## src/rtl/samp_gen_pkg.sv

```systemverilog
// Shared definitions for the multi-channel sample generator: FSM state codes
// and small constant helpers used by the top and the pacer.
package samp_gen_pkg;

   localparam logic [1:0] ST_IDLE = 2'd0;
   localparam logic [1:0] ST_WAIT = 2'd1;
   localparam logic [1:0] ST_RD   = 2'd2;
   localparam logic [1:0] ST_CAP  = 2'd3;

   // Index width for n items, never narrower than one bit.
   function automatic int clog2(input int n);
      int w;
      w = 1;
      while ((1 << w) < n) w++;
      return w;
   endfunction

   function automatic logic [31:0] nz1(input logic [31:0] v);
      return (v == 32'd0) ? 32'd1 : v;
   endfunction

endpackage

```

## src/rtl/samp_pacer.sv

```systemverilog
// Two-stage period timer: prescale counter produces ticks, speed counter
// counts ticks; period is a one-cycle strobe every prescale'*speed' cycles.
module samp_pacer
   import samp_gen_pkg::*;
#(
   parameter int PRE_W = 16,
   parameter int SPD_W = 16
)(
   input  logic             clk_samp,
   input  logic             rst_clk_samp,
   input  logic             run,
   input  logic [PRE_W-1:0] prescale,
   input  logic [SPD_W-1:0] speed,
   output logic             period
);

   logic [PRE_W-1:0] r_pre_cnt;
   logic [SPD_W-1:0] r_spd_cnt;
   logic [PRE_W-1:0] w_pre_max;
   logic [SPD_W-1:0] w_spd_max;
   logic             w_tick;

   assign w_pre_max = PRE_W'(nz1(32'(prescale)) - 32'd1);
   assign w_spd_max = SPD_W'(nz1(32'(speed)) - 32'd1);

   // >= rather than == : limits may shrink at a wrap while a count is in flight.
   assign w_tick = run && (r_pre_cnt >= w_pre_max);
   assign period = w_tick && (r_spd_cnt >= w_spd_max);

   // NOTE: non-blocking assignments for all clocked state, so every register
   // samples pre-edge values regardless of statement order.
   always_ff @(posedge clk_samp or posedge rst_clk_samp) begin
      if (rst_clk_samp) begin
         r_pre_cnt <= '0;
         r_spd_cnt <= '0;
      end else if (!run) begin
         r_pre_cnt <= '0;
         r_spd_cnt <= '0;
      end else begin
         r_pre_cnt <= w_tick ? '0 : r_pre_cnt + 1'b1;
         if (w_tick)
            r_spd_cnt <= period ? '0 : r_spd_cnt + 1'b1;
      end
   end

endmodule

```

## src/rtl/samp_gen_mc.sv

```systemverilog
// Multi-channel sample generator: once per sample period reads one word per
// channel from the sample RAM and presents it with a valid strobe.
module samp_gen_mc
   import samp_gen_pkg::*;
#(
   parameter int NUM_CH = 2,
   parameter int CH_W   = clog2(NUM_CH),
   parameter int SAMP_W = 10,
   parameter int DATA_W = 16,
   parameter int PRE_W  = 16,
   parameter int SPD_W  = 16
)(
   input  logic                   clk_samp,
   input  logic                   rst_clk_samp,
   input  logic                   en,
   input  logic                   one_shot,
   input  logic [SAMP_W:0]        nsamp,
   input  logic [PRE_W-1:0]       prescale,
   input  logic [SPD_W-1:0]       speed,
   output logic [CH_W+SAMP_W-1:0] ram_addr,
   output logic                   ram_rd_en,
   input  logic [DATA_W-1:0]      ram_data,
   output logic                   samp_val,
   output logic [CH_W-1:0]        samp_ch,
   output logic [DATA_W-1:0]      samp,
   output logic                   busy,
   output logic                   done
);

   localparam logic [CH_W-1:0] LAST_CH = CH_W'(NUM_CH - 1);

   logic [1:0]        r_state, w_next;
   logic [CH_W-1:0]   r_ch;
   logic [SAMP_W-1:0] r_idx;
   logic [SAMP_W:0]   r_nsamp_l;
   logic [PRE_W-1:0]  r_pre_l;
   logic [SPD_W-1:0]  r_spd_l;
   logic              r_one_shot_l;
   logic              r_pend, r_stop;
   logic              r_samp_val;
   logic [CH_W-1:0]   r_samp_ch;
   logic [DATA_W-1:0] r_samp;
   logic              w_period, w_run, w_start, w_last_ch, w_last_idx;

   assign w_run      = (r_state != ST_IDLE);
   assign w_start    = en && (nsamp != '0);
   assign w_last_ch  = (r_ch == LAST_CH);
   assign w_last_idx = (({1'b0, r_idx} + 1'b1) == r_nsamp_l);

   samp_pacer #(.PRE_W(PRE_W), .SPD_W(SPD_W)) u_pacer (
      .clk_samp     (clk_samp),
      .rst_clk_samp (rst_clk_samp),
      .run          (w_run),
      .prescale     (r_pre_l),
      .speed        (r_spd_l),
      .period       (w_period)
   );

   always_ff @(posedge clk_samp or posedge rst_clk_samp) begin
      if (rst_clk_samp) r_state <= ST_IDLE;
      else              r_state <= w_next;
   end

   // A period that lands inside a burst (r_pend) chains straight into the next
   // burst, so short periods stretch to exactly the burst length.
   always_comb begin
      // NOTE: default first so no path through the case leaves w_next unassigned
      // (that would infer a latch).
      w_next = r_state;
      case (r_state)
         ST_IDLE: if (w_start) w_next = ST_WAIT;
         ST_WAIT: begin
            if (!en)           w_next = ST_IDLE;
            else if (w_period) w_next = ST_RD;
         end
         ST_RD:   w_next = ST_CAP;
         ST_CAP: begin
            if (!w_last_ch)                      w_next = ST_RD;
            else if (w_last_idx && r_one_shot_l) w_next = ST_IDLE;
            else if (r_stop || !en)              w_next = ST_IDLE;
            else if (w_period || r_pend)         w_next = ST_RD;
            else                                 w_next = ST_WAIT;
         end
         default: w_next = ST_IDLE;
      endcase
   end

   always_comb begin
      ram_rd_en = 1'b0;
      ram_addr  = '0;
      done      = 1'b0;
      if (r_state == ST_RD) begin
         ram_rd_en = 1'b1;
         ram_addr  = {r_ch, r_idx};
      end
      if ((r_state == ST_CAP) && w_last_ch && w_last_idx && r_one_shot_l)
         done = 1'b1;
   end

   always_ff @(posedge clk_samp or posedge rst_clk_samp) begin
      if (rst_clk_samp) begin
         r_ch         <= '0;
         r_idx        <= '0;
         r_nsamp_l    <= '0;
         r_pre_l      <= '0;
         r_spd_l      <= '0;
         r_one_shot_l <= 1'b0;
         r_pend       <= 1'b0;
         r_stop       <= 1'b0;
         r_samp_val   <= 1'b0;
         r_samp_ch    <= '0;
         r_samp       <= '0;
      end else begin
         r_samp_val <= (r_state == ST_CAP);
         case (r_state)
            ST_IDLE: begin
               r_pend <= 1'b0;
               r_stop <= 1'b0;
               if (w_start) begin
                  r_nsamp_l    <= nsamp;
                  r_pre_l      <= prescale;
                  r_spd_l      <= speed;
                  r_one_shot_l <= one_shot;
                  r_idx        <= '0;
                  r_ch         <= '0;
               end
            end
            ST_WAIT: begin
               r_pend <= 1'b0;
               r_stop <= 1'b0;
            end
            ST_RD: begin
               r_pend <= r_pend | w_period;
               r_stop <= r_stop | ~en;
            end
            ST_CAP: begin
               r_samp    <= ram_data;
               r_samp_ch <= r_ch;
               if (!w_last_ch) begin
                  r_ch   <= r_ch + 1'b1;
                  r_pend <= r_pend | w_period;
                  r_stop <= r_stop | ~en;
               end else begin
                  r_ch   <= '0;
                  r_pend <= 1'b0;
                  r_stop <= 1'b0;
                  if (!w_last_idx) begin
                     r_idx <= r_idx + 1'b1;
                  end else begin
                     r_idx <= '0;
                     // Continuous wrap: new pacing applies from the next pass.
                     if (!r_one_shot_l) begin
                        r_pre_l <= prescale;
                        r_spd_l <= speed;
                        if (nsamp != '0) r_nsamp_l <= nsamp;
                     end
                  end
               end
            end
            default: ;
         endcase
      end
   end

   assign busy     = w_run;
   assign samp_val = r_samp_val;
   assign samp_ch  = r_samp_ch;
   assign samp     = r_samp;

endmodule

```

## config.mk

```make
export PLATFORM = sky130hd
export DESIGN_NAME = samp_gen_mc
export DESIGN_NICKNAME = d
export VERILOG_FILES = /design/src/rtl/samp_gen_pkg.sv /design/src/rtl/samp_pacer.sv /design/src/rtl/samp_gen_mc.sv
export SDC_FILE = /design/constraint.sdc
export NUM_CORES = 1
export LEC_CHECK = 0
export CAP_MARGIN = 20
export CORE_ASPECT_RATIO = 1.1
export CORE_MARGIN = 1
export CORE_UTILIZATION = 42
export CTS_CLUSTER_DIAMETER = 60
export DETAILED_ROUTE_END_ITERATION = 7
export HOLD_SLACK_MARGIN = 0.15
export PLACE_DENSITY_LB_ADDON = 0.2
export SKIP_LAST_GASP = 1
export SLEW_MARGIN = 20
export SYNTH_ARGS = -nofsm -noshare
export SYNTH_HDL_FRONTEND = slang
export SYNTH_SLANG_ARGS = --single-unit
export TNS_END_PERCENT = 5
```

## constraint.sdc

```tcl
create_clock -name clk_samp -period 7.37 [get_ports clk_samp]
set_input_delay 0.737 -clock clk_samp [delete_from_list [all_inputs] [get_ports clk_samp]]
set_output_delay 0.737 -clock clk_samp [all_outputs]
set_load 0.05 [all_outputs]
```

-- Word-level counts from Yosys, hierarchy flattened
Cells that the tools add are included.
- flip-flop bits (word level): 109
- logic and storage cells: 105
- input port bits: 63
- output and inout port bits: 32
- reductions and logical operators: 23
- bitwise logic cells: 3
- eq/ne operators: 11
- mux-type cells: 45
- add/subtract/negate cells: 7
- magnitude comparators: 2
- operators with widths (operator ; count):
    2-to-1 mux 16 bit ; 15
    2-to-1 mux 11 bit ; 6
    case mux 16 bit (2 select lines) ; 2
    adder 16 x 1 -> 16 bit (second input constant) ; 2
    >= comparator 16 bit ; 2
    zero test 16 bit ; 2
    subtractor 16 x 1 -> 16 bit (second input constant) ; 2
    2-to-1 mux 10 bit ; 3
    case mux 11 bit (2 select lines) ; 1
    case mux 10 bit (2 select lines) ; 1
    2-to-1 mux 2 bit ; 7
    != test 2 bit (second input constant) ; 6
    adder 10 x 1 -> 11 bit (second input constant) ; 1
    == test 11 bit ; 1
    nonzero test 11 bit ; 1
    adder 10 x 1 -> 10 bit (second input constant) ; 1
    case mux 2 bit (4 select lines) ; 1
    logical AND 1 bit ; 7
    2-to-1 mux 1 bit ; 6
    case mux 1 bit (3 select lines) ; 2
    AND reduction 2 bit ; 3
    AND reduction 6 bit ; 1
    AND reduction 5 bit ; 1
    == test 2 bit (second input constant) ; 2
    other kinds (12) ; 15

-- Longest topological paths before layout
- depth after elaboration: 12
- depth in mapped cells: 18

-- By module
From an unflattened synthesis, not the netlist that was laid out.
- cell total of the unflattened synthesis: 626
- area, all modules: 6444.9 µm²
- modules (own cells, without submodules) (module ; seq. area each (µm²) ; area each (µm²) ; cells an instance ; instances):
    samp_gen_mc ; 1926.8 ; 3568.4 ; 292 ; 1
    samp_pacer ; 800.8 ; 2876.5 ; 334 ; 1

-- Worst setup path after synthesis
Ideal clock, no wire load.
- path type: reg2reg
- start point: reg r_spd_l[7]
- end point: reg u_pacer.r_spd_cnt[2]
- library setup time: 0.125 ns
- cell stages (with the launch flop): 18
- setup slack: 2.965 ns
- arrival time: 4.280 ns
- cell sequence: dfrtp_1 or3_4 or3_4 or4_4 nor4_4 nor2_1 ha_1 nand2_1 nor2_1 xnor2_1 ha_1 nand4_1 or4_1 o211ai_1 nand3b_1 clkbuf_1 nor2_1 mux2_2
- cells in the longest elaborated chain, start to end: 8
- ends and longest elaborated chain (what ; line ; RTL):
    from (decl) ; samp_gen_mc.sv:37 ; logic [SPD_W-1:0] r_spd_l;
    from (signal assigned) ; samp_gen_mc.sv:122 ; r_spd_l <= speed;
    from (signal assigned) ; samp_gen_mc.sv:154 ; r_spd_l <= speed;
    zero test 16 bit ; samp_gen_pkg.sv:19 ; return (v == 32'd0) ? 32'd1 : v;
    2-to-1 mux 16 bit * ; samp_gen_pkg.sv:19 ;
    subtractor 16 x 1 -> 16 bit * ; samp_pacer.sv:24 ; assign w_spd_max = SPD_W'(nz1(32'(speed)) - 32'd1);
    >= comparator 16 bit * ; samp_pacer.sv:28 ; assign period = w_tick && (r_spd_cnt >= w_spd_max);
    logical AND 1 bit * ; samp_pacer.sv:28 ;
    2-to-1 mux 16 bit * ; samp_pacer.sv:42 ; r_spd_cnt <= period ? '0 : r_spd_cnt + 1'b1;
    2-to-1 mux 16 bit * ; samp_pacer.sv:41 ; if (w_tick)
    2-to-1 mux 16 bit * ; samp_pacer.sv:36 ; end else if (!run) begin
    to (signal assigned) ; samp_pacer.sv:42 ;
    to (decl) ; samp_pacer.sv:18 ; logic [SPD_W-1:0] r_spd_cnt;
Mark *: on every way between the ends. The rest lies on a longest branch, timed or not. The select of a mux whose other input is x is not followed.
A chain may end at the register's enable or synchronous reset.

-- Worst setup path in the final report
- start point: reg r_pre_l[10]
- end point: reg u_pacer.r_spd_cnt[2]
- cells in the longest elaborated chain, start to end: 9
- elaborated cells on any way between the ends: 10
- those cells by class: add/sub: 1; order compare: 1; eq/ne: 1; mux: 4; reduce/logical: 3
- ends and longest elaborated chain (what ; line ; RTL):
    from (decl) ; samp_gen_mc.sv:36 ; logic [PRE_W-1:0] r_pre_l;
    from (signal assigned) ; samp_gen_mc.sv:121 ; r_pre_l <= prescale;
    from (signal assigned) ; samp_gen_mc.sv:153 ; r_pre_l <= prescale;
    zero test 16 bit ; samp_gen_pkg.sv:19 ;
    2-to-1 mux 16 bit * ; samp_gen_pkg.sv:19 ;
    subtractor 16 x 1 -> 16 bit * ; samp_pacer.sv:23 ; assign w_pre_max = PRE_W'(nz1(32'(prescale)) - 32'd1);
    >= comparator 16 bit * ; samp_pacer.sv:27 ; assign w_tick = run && (r_pre_cnt >= w_pre_max);
    logical AND 1 bit * ; samp_pacer.sv:27 ;
    logical AND 1 bit ; samp_pacer.sv:28 ;
    2-to-1 mux 16 bit ; samp_pacer.sv:42 ;
    2-to-1 mux 16 bit ; samp_pacer.sv:41 ;
    2-to-1 mux 16 bit ; samp_pacer.sv:36 ;
Marked as above.

==> flow_metrics.tcl <==
set metrics [dict create \
    cap_violations 0 \
    hpwlAfterDp_um 10100 \
    r2r.worst_path.cells 16 \
    yosys.area.top_type "dfrtp_1" \
    grt_overflow_total 0 \
    ys_ff_latch 109 \
    cts_tree "done" \
    hold_viol 0 \
    ir_drop_uv 120 \
    maxSlewViolCount 0 \
    fin_tns_setup_ns 0 \
    die_w_um 118 \
    synth_area_leaders "dfrtp_1 (44%), mux2_2 (11%), ha_1 (7.4%), xnor2_1 (4.5%), xor2_1 (2.9%)" \
    synthArstFlopShare 1.00 \
    wl_per_cell_um 15.2 \
    clock_latency_ns 0.36 \
    skew_ns 0.00784 \
    io_pins 95 \
    worstPathArrival_ns 5.18 \
    area_delta_synth_final_pct 22.5 \
    hold_class "reg2reg" \
    hold_start "samp_ch" \
    dr.pass1.iters 4 \
    fmax_mhz 203 \
    fin_nets 791 \
    port_buffers 94 \
    min_path_cells 2 \
    htree_levels 3 \
    coreArea_um2 14500 \
    final_cell_mix "dfrtp_1 (109), clkdlybuf4s50_1 (94), mux2_2 (59)" \
    clock_path_buffers 2 \
    cp-start-kind "register" \
    clk_pin_slew_ns 0.08 \
    yosys_warnings 0 \
    drt.antenna.violating_nets 0 \
    synth_edf_count 0 \
    synth_top_area_share 0.436 \
    die_height_um 130 \
    syn-num-nets 702 \
    r2r_slack_ns 2.44 \
    synth_area_um2 6260 \
    layout_worst_path_cycle_share 0.669 \
    setup_viol 0 \
    rows 46 \
    r2r-start "r_pre_l[10]" \
    cp.required_ns 7.61 \
    p_leak_uw 0.00334 \
    finalWirelength_um 13500 \
    grt_pass1_vias 4710 \
    antenna_cells 0 \
    initial_core_util 0.432 \
    drt_iter0_drc 227 \
    crit_path_end_kind "register" \
    yosysSeqAreaShare 0.436 \
    ctsHoldBuffers 0 \
    synthCells 602 \
    worstSetupPathType "reg2reg" \
    die-area_um2 15400 \
    rsz0062_at_grt "false" \
    cts_resized 0 \
    gp_congestion 0.849 \
    drive_gt1_frac 0.126 \
    grtUsageTotal 0.182 \
    vias_per_cell 5.35 \
    ys_types 61 \
    antenna_found_initial 0 \
    synth_ff_type "dfrtp_1" \
    cts_made_buffers 9 \
    powerDensity_nw_per_um2 198 \
    grt_max_degree 78 \
    avgSynthCellArea_um2 10.4 \
    post_cts_buffers 0 \
    outcome "finished, final reports clean" \
    slew_headroom 0.350 \
    dr_total_vias 4754 \
    grt_pass1_wl_um 22400 \
    timing.hold.ws_ns 0.485 \
    startpoint "r_pre_l[10]" \
    finalCriticalPeriod_ns 4.93 \
    worstPathMaxFanout 25 \
    drc 0 \
    worstMarginPinSlew_ns 0.976 \
    final_common_cell "dfrtp_1" \
    root_buffer "clkbuf_16" \
    cts.sinks 109 \
]
## power by group
| part | switching, uW | internal, uW | total [uW] |
|---|---|---|---|
| Combinational | 137 | 165 | 302 |
| Clock | 240 | 256 | 496 |
| Sequential | 67.6 | 656 | 724 |
## critical path, cell delays in order (launching register included)
cell	delay, ns
dfrtp_1	0.42
or4_1	0.56
or3_1	0.38
nor4b_2	0.30
a21oi_1	0.14
ha_1	0.24
nand3b_1	0.18
nor2_1	0.09
xnor2_1	0.13
ha_1	0.32
nand4_1	0.12
nor3_1	0.27
nand2_1	0.08
o211ai_1	0.35
nand2b_1	0.72
o21ai_0	0.19
mux2_2	0.31
## metrics by stage
step	setup WS, ns	util	instance area [um2]	power, uW	cells
finish	2.44	0.529	7670	1520	888
global route	1.99	0.529	7670	1600	888
CTS	2.42	0.529	7670	1540	888
detailed placement	2.43	0.508	7360	1040	872
global placement	2.56	0.508	7360	1030	872
floorplan	2.97	-	6260	940	602
## synth_stat cells (3+ instances only)
library cell	instances
nand3b_1	4
dfrtp_1	109
nand2b_1	9
nor3_1	12
nand2_1	44
o21ai_0	23
xnor2_1	32
nor2b_1	4
o22ai_1	6
or4_1	3
o211a_1	3
nand4_1	3
nor3b_1	9
clkbuf_1	7
and3_1	17
mux2_2	59
a21oi_1	23
and2_1	16
nor4_1	7
nor2_1	44
inv_1	15
buf_4	6
a21o_1	11
nand3_1	27
and4_1	5
xor2_1	21
ha_1	37
## per-layer routing
metal  wire, um  track usage  vias up
li1           -            -     2338
met1       6150        0.231     2291
met2       6550        0.304      101
met3        494       0.0328       24
met4        323       0.0856        0
met5          0            0        -
## cells by family after synthesis
| kind of cell | synth area share |
|---|---|
| adders and majority gates | 0.0740 |
| muxes | 0.110 |
| AOI/OAI and AO/OA | 0.0923 |
| and+or+nand+nor | 0.189 |
| xor gates and xnor gates | 0.0742 |
| DFF | 0.436 |
| buffers and inverters | 0.0246 |
## flip-flops by register name (all words and copies together), names as in the netlist, 2 cells and up
name / flops
r_pre_l: 16
r_spd_l: 16
samp: 16
u_pacer.r_pre_cnt: 16
u_pacer.r_spd_cnt: 16
r_nsamp_l: 11
r_idx: 10
r_state: 2
## worst paths after layout
| check | end |
|---|---|
| max in group asynchronous | u_pacer.r_spd_cnt[14] |
| min in group asynchronous | samp[10] |
| hold / removal | samp_ch |
| setup / recovery | u_pacer.r_spd_cnt[2] |
| hold reg to reg | samp_ch |
| setup reg to reg | u_pacer.r_spd_cnt[2] |
## layout make-up
cell class / count / area [um2]
fillers: 1331 / 6830
multi-input cells: 459 / 3380
flip-flops and latches: 109 / 2730
repair buffers: 96 / 956
clock buffers: 11 / 253
well taps: 192 / 240
inverters: 16 / 62.6
clock inverters: 5 / 52.6
(Power assumes the default switching activity.)
